--- src/rtl/memory_if.sv ---
// ============================================================================
//  Module      : memory_if
//  Description : Coordinate-addressed access bundle for the matrix memory.
//                MEMORY_ADDR_ERR_EN adds the addr_err status signal.
//  Revision    : 1.0 - initial release
// ============================================================================
`default_nettype none

interface memory_if #(
    parameter int DATA_W = 8
);
    logic [1:0]        matrix_select;
    logic [1:0]        row;
    logic [1:0]        col;
    logic              write_enable;
    logic [DATA_W-1:0] write_data;
    logic [DATA_W-1:0] read_data;
`ifdef MEMORY_ADDR_ERR_EN
    logic              addr_err;

    modport master (
        output matrix_select, row, col, write_enable, write_data,
        input  read_data, addr_err
    );
    modport slave (
        input  matrix_select, row, col, write_enable, write_data,
        output read_data, addr_err
    );
`else
    modport master (
        output matrix_select, row, col, write_enable, write_data,
        input  read_data
    );
    modport slave (
        input  matrix_select, row, col, write_enable, write_data,
        output read_data
    );
`endif
endinterface

`default_nettype wire

--- src/rtl/memory.sv ---
// ============================================================================
//  Module      : memory
//  Description : Bank of small matrices, one (matrix,row,col) access per clock,
//                synchronous write-first, 1-cycle registered read.
//                Optional macro MEMORY_ADDR_ERR_EN adds a registered addr_err.
//  Revision    : 1.0 - initial release
// ============================================================================
`default_nettype none

module memory #(
    parameter int NUM_MATRICES = 4,
    parameter int ROWS         = 3,
    parameter int COLS         = 3,
    parameter int DATA_W       = 8
) (
    input  wire logic clk,
    input  wire logic reset,
    memory_if.slave   bus
);

    localparam int C_DEPTH = NUM_MATRICES * ROWS * COLS;

    logic [C_DEPTH-1:0][DATA_W-1:0] mem_q;
    logic [DATA_W-1:0]              rdata_q;
    logic [DATA_W-1:0]              rdata_d;
    logic [DATA_W-1:0]              w_rd;
    logic [7:0]                     w_lin;
    logic                           w_valid;
    logic [C_DEPTH-1:0]             w_hit;

    assign w_valid = (32'(bus.matrix_select) < NUM_MATRICES) &&
                     (32'(bus.row) < ROWS) &&
                     (32'(bus.col) < COLS);

    assign w_lin = (8'(bus.matrix_select) * 8'(ROWS) + 8'(bus.row)) * 8'(COLS)
                 + 8'(bus.col);

    // One-hot entry decode; an invalid address selects nothing.
    for (genvar gi = 0; gi < C_DEPTH; gi++) begin : g_hit
        assign w_hit[gi] = w_valid && (w_lin == 8'(gi));
    end

    always_comb begin
        w_rd = '0;
        for (int i = 0; i < C_DEPTH; i++) begin
            if (w_hit[i]) begin
                w_rd = mem_q[i];
            end
        end
    end

    // Write-first: a same-edge write of the read address forwards write_data.
    always_comb begin
        rdata_d = '0;
        if (w_valid) begin
            rdata_d = bus.write_enable ? bus.write_data : w_rd;
        end
    end

    always_ff @(posedge clk or negedge reset) begin
        if (!reset) begin
            mem_q   <= '0;
            rdata_q <= '0;
        end else begin
            for (int i = 0; i < C_DEPTH; i++) begin
                if (bus.write_enable && w_hit[i]) begin
                    mem_q[i] <= bus.write_data;
                end
            end
            rdata_q <= rdata_d;
        end
    end

    assign bus.read_data = rdata_q;

`ifdef MEMORY_ADDR_ERR_EN
    logic addr_err_q;

    always_ff @(posedge clk or negedge reset) begin
        if (!reset) begin
            addr_err_q <= 1'b0;
        end else begin
            addr_err_q <= ~w_valid;
        end
    end

    assign bus.addr_err = addr_err_q;
`endif

endmodule

`default_nettype wire

--- src/flat_wrapper.sv ---
// flat-port wrapper written by rule: the top's interface ports become plain ports
module memory_flat 
#(
    parameter int NUM_MATRICES = 4,
    parameter int ROWS         = 3,
    parameter int COLS         = 3,
    parameter int DATA_W       = 8
)
  (clk, reset, bus_matrix_select, bus_row, bus_col, bus_write_enable, bus_write_data, bus_read_data);
  memory_if #(.DATA_W(DATA_W)) bus_i ();
  input  wire logic clk;
  input  wire logic reset;
  input wire logic [$bits(bus_i.matrix_select)-1:0] bus_matrix_select;
  input wire logic [$bits(bus_i.row)-1:0] bus_row;
  input wire logic [$bits(bus_i.col)-1:0] bus_col;
  input wire logic [$bits(bus_i.write_enable)-1:0] bus_write_enable;
  input wire logic [$bits(bus_i.write_data)-1:0] bus_write_data;
  output wire logic [$bits(bus_i.read_data)-1:0] bus_read_data;
  assign bus_i.matrix_select = bus_matrix_select;
  assign bus_i.row = bus_row;
  assign bus_i.col = bus_col;
  assign bus_i.write_enable = bus_write_enable;
  assign bus_i.write_data = bus_write_data;
  assign bus_read_data = bus_i.read_data;
  memory #(.NUM_MATRICES(NUM_MATRICES), .ROWS(ROWS), .COLS(COLS), .DATA_W(DATA_W)) u_core (.clk(clk), .reset(reset), .bus(bus_i));
endmodule
--- config.mk ---
export PLATFORM = sky130hd
export DESIGN_NAME = memory_flat
export DESIGN_NICKNAME = d
export VERILOG_FILES = /design/src/rtl/memory_if.sv /design/src/rtl/memory.sv /design/src/flat_wrapper.sv
export SDC_FILE = /design/constraint.sdc
export NUM_CORES = 1
export LEC_CHECK = 0
export CAP_MARGIN = 0
export CORE_MARGIN = 2
export CORE_UTILIZATION = 45
export DETAILED_ROUTE_END_ITERATION = 6
export PLACE_DENSITY_LB_ADDON = 0.08
export SETUP_SLACK_MARGIN = 0.2
export SKIP_LAST_GASP = 1
export SLEW_MARGIN = 20
export SYNTH_ARGS = -nofsm -noshare
export SYNTH_HDL_FRONTEND = slang
export SYNTH_SLANG_ARGS = --single-unit
--- constraint.sdc ---
create_clock -name clk -period 2.58 [get_ports clk]
set_input_delay 0.258 -clock clk [delete_from_list [all_inputs] [get_ports clk]]
set_output_delay 0.258 -clock clk [all_outputs]
set_load 0.05 [all_outputs]
==> results by group <==
Routing
  • Final ANT Viol Nets: 0
  • Drt total wl: 58.4 mm
  • First DRT Iteration DRCs: 1490
  • DRC: 10
  • Vias per inst: 6.17
  • Routed len/inst: 26.7 um
  • Routed via count: 13491
  • TritonRoute pass-1 iters: 7

Setup path
  • Worst reg2reg path endpoint: u_core.bus.read_data[2]$_DFF_PN0_
  • Worst setup EP type: register
  • Critical-path cell list: buf_6 -> fa_1 -> ha_4 -> inv_2 -> fa_1 -> inv_1 -> ha_2 -> inv_2 -> fa_2 -> xor2_4 -> nand4_1 -> or4b_4 -> buf_6 -> o32a_1 -> o41ai_4 -> a2111o_1 -> a21oi_2 -> a211oi_2 -> o21ai_1
  • Req. time, crit path: 2.99 ns
  • Reg2reg setup slack: 0.36 ns
  • Worst Setup EP: u_core.bus.read_data[2]$_DFF_PN0_
  • Crit path depth: 19
  • Setup crit start: bus_matrix_select[1]
  • Critical path buffers and inverters: 5
  • R2R depth: 8
  • Maximum fanout along the worst path: 5
  • Cell family with most CP delay: adder cells
  • Crit-path slowest cell: or4b_4
  • CP arrival: 4.67 ns
  • Crit path largest cell delay: 0.58 ns
  • Startpoint Class: input port
  • CP Class: in -> reg
  • Reg-to-Reg Start: u_core.mem_q[10]$_DFFE_PN0P_

Clocking
  • Worst-path clk slew: 0.06 ns
  • CTS tree: built
  • H-Tree Depth: 2
  • Inserted Clock Buffers: 35
  • Clock sinks: 296
  • Maximum clock insertion buffer count: 3
  • Clock Tree Root: clkbuf_16
  • Clock latency on the worst-skew pair: 0.54 ns

Timing
  • Setup Skew: 0.0202 ns
  • Setup TNS: -342.66 ns
  • Final setup viols: 296
  • Final WS setup: -1.68 ns
  • Worst-Margin Slew: 1.22 ns
  • Period utilization: 165%
  • Peak Freq: 235 MHz
  • RSZ-0062 raised after global routing: true
  • Minimum clock period: 4.26 ns
  • Hold Slack: 0.162 ns
  • Max-Slew Margin vs Limit: 18.6%
  • Hold Fails Final Rpt: 0
  • Slew Limit Fails: 0

Yosys
  • Mapped Cells: 1307
  • Async set-reset flop share out of synthesis: 100%
  • Area leader, netlist: dfrtp_1
  • Syn_area_per_cell: 11.3 um^2
  • Post-synth EDFFs: 0
  • Post-synthesis sequential area ratio: 50.3%
  • Synthesized area: 14700 um^2
  • Ys Warns: 0
  • Register bit total from synthesis: 296
  • Synth top area cells: dfrtp_1 (50%), mux2_2 (20%), nand2_1 (3.3%)
  • Mapped Nets: 1337
  • Ys flop type: dfrtp_1
  • Synth top area share: 50.3%
  • Number of library cell types mapped by synthesis: 79

Placed design
  • Post-DP Area: 18200 um^2
  • Hpwl dp: 39.4 mm
  • Port buffer count: 24
  • Gpl congestion: 0.969

GRT
  • Initial antenna violation count: 0
  • Wire length of the first global-routing pass: 85.2 mm
  • Vias in the first global route: 13463
  • Gr ovfl total: 0
  • Gr busiest metal: met2
  • GRT met1 Usage: 45.0%
  • M3 GR Usage: 5.45%
  • Largest net degree at the start of global routing: 85
  • Met2 Use GR: 55.6%
  • GRT Overall Usage: 33.6%

Finish
  • Commonest cells after routing, fill and taps aside: buf_4 (304), dfrtp_1 (296), mux2_2 (224)
  • Synth-to-Final Area Change: 50.2%
  • Layout cells sized above 1: 55.5%
  • Nets: 1752
  • # diodes: 0
  • Commonest non-fill, non-tap cell in the layout: buf_4
  • Post-route cell area: 22100 um^2

Power and ir drop
  • Peak VDD IR: 0.606 mV
  • Pleak: 10.2 nW
  • P per Cell Area: 988 nW/um^2

Die
  • # IOs: 25
  • Die Width: 185 um
  • Starting Density: 45.5%
  • Die Y: 185 um
  • Total die area: 34200 um^2
  • Row count: 66
  • Core ar.: 32400 um^2

Run status
  • Run status: complete, but fails checks
  • Failing checks: DRC, setup timing

Run
  • Max Cap Viol: 0

Min path
  • Hold Crit Class: in -> reg
## through the flow
step | setup slack [ns] | std cells | total power [mW] | util (%)
floorplan | -1.58 | 1307 | 10.4 | -
global placement | -2.85 | 2023 | 13.9 | 56.1
detailed placement | -2.92 | 2023 | 14.0 | 56.1
CTS | -1.61 | 2130 | 20.3 | 63.5
global route | -1.80 | 2188 | 22.7 | 68.4
finish | -1.68 | 2188 | 21.9 | 68.4
## Yosys cell counts, types with 9 or more instances
cell,number
inv_1,16
nand4_1,14
a221oi_1,19
nand3_1,36
nor3_1,18
ha_1,9
mux2_2,256
mux2i_1,10
o221ai_1,20
a21oi_1,57
nor2_1,63
o22ai_1,24
o21ai_0,71
clkbuf_1,54
nand2_1,128
a22oi_1,15
dfrtp_1,296
buf_2,13
a211oi_1,21
## worst reg2reg max path, cell delays in order, from the launching register on
cell and delay (ns):
dfrtp_1 0.37, and3_1 0.16, o21ai_1 0.30, a221oi_4 0.14
o41ai_4 0.42, a2111o_1 0.29, a21oi_2 0.10, a211oi_2 0.22
o21ai_1 0.11
## kinds of logic after synthesis
kind of cell,after synthesis,synth area share [%]
buffers and inverters,94,2.58
AOI/OAI and AO/OA,327,15.5
muxes,266,20.2
and+or+nand+nor,309,9.93
DFF,296,50.3
xor gates and xnor gates,2,0.221
adders and majority gates,13,1.31
## state kept, by name, indices dropped and copies added, names as in the netlist
signal and cells:
u_core.mem_q 288, u_core.bus.read_data 8
## report_power, final
| group | internal [mW] | switching (mW) | leakage, nW |
|---|---|---|---|
| Sequential | 6.02 | 1.07 | 3.97 |
| Combinational | 4.90 | 4.75 | 5.68 |
| Clock | 3.12 | 2.01 | 0.588 |
## what timing repair did
| action | CTS | global route |
|---|---|---|
| setup endpoints to repair | 296 | 296 |
| pin swaps | 44 | 87 |
| gates cloned | 2 | 9 |
| hold buffers | 1 | 0 |
| resized for setup | 187 | 250 |
| buffers inserted | 43 | 49 |
| endpoints found under the hold margin | 75 | 0 |
## per-layer routing
metal  wire length, um  share of wire (%)
met4              2220                3.8
met3              4120                7.0
met2             27800                 48
met1             24200                 41
met5                 0                  0
## worst min path at each step
stage,start,end,slack (ns),cells past startpoint
3_5_place_dp,reset,u_core.mem_q[41]$_DFFE_PN0P_,0.36,1
2_1_floorplan,reset,u_core.bus.read_data[0]$_DFF_PN0_,-0.04,0
6_report,bus_write_enable,u_core.mem_q[286]$_DFFE_PN0P_,0.16,3
4_1_cts,bus_write_enable,u_core.mem_q[286]$_DFFE_PN0P_,0.14,3
5_1_grt,bus_write_enable,u_core.mem_q[286]$_DFFE_PN0P_,0.18,3
3_3_place_gp,reset,u_core.mem_q[46]$_DFFE_PN0P_,0.36,1
## final cells by class
type,count,area [um^2]
Inverter,17,68.8
Multi-Input combinational cell,927,8860
Clock inverter,11,151
Fill cell,2453,10200
Clock buffer,50,1040
Tap cell,442,553
Sequential cell,296,7410
Timing Repair Buffer,445,4050
No activity file was read; power rests on OpenSTA's default activity.
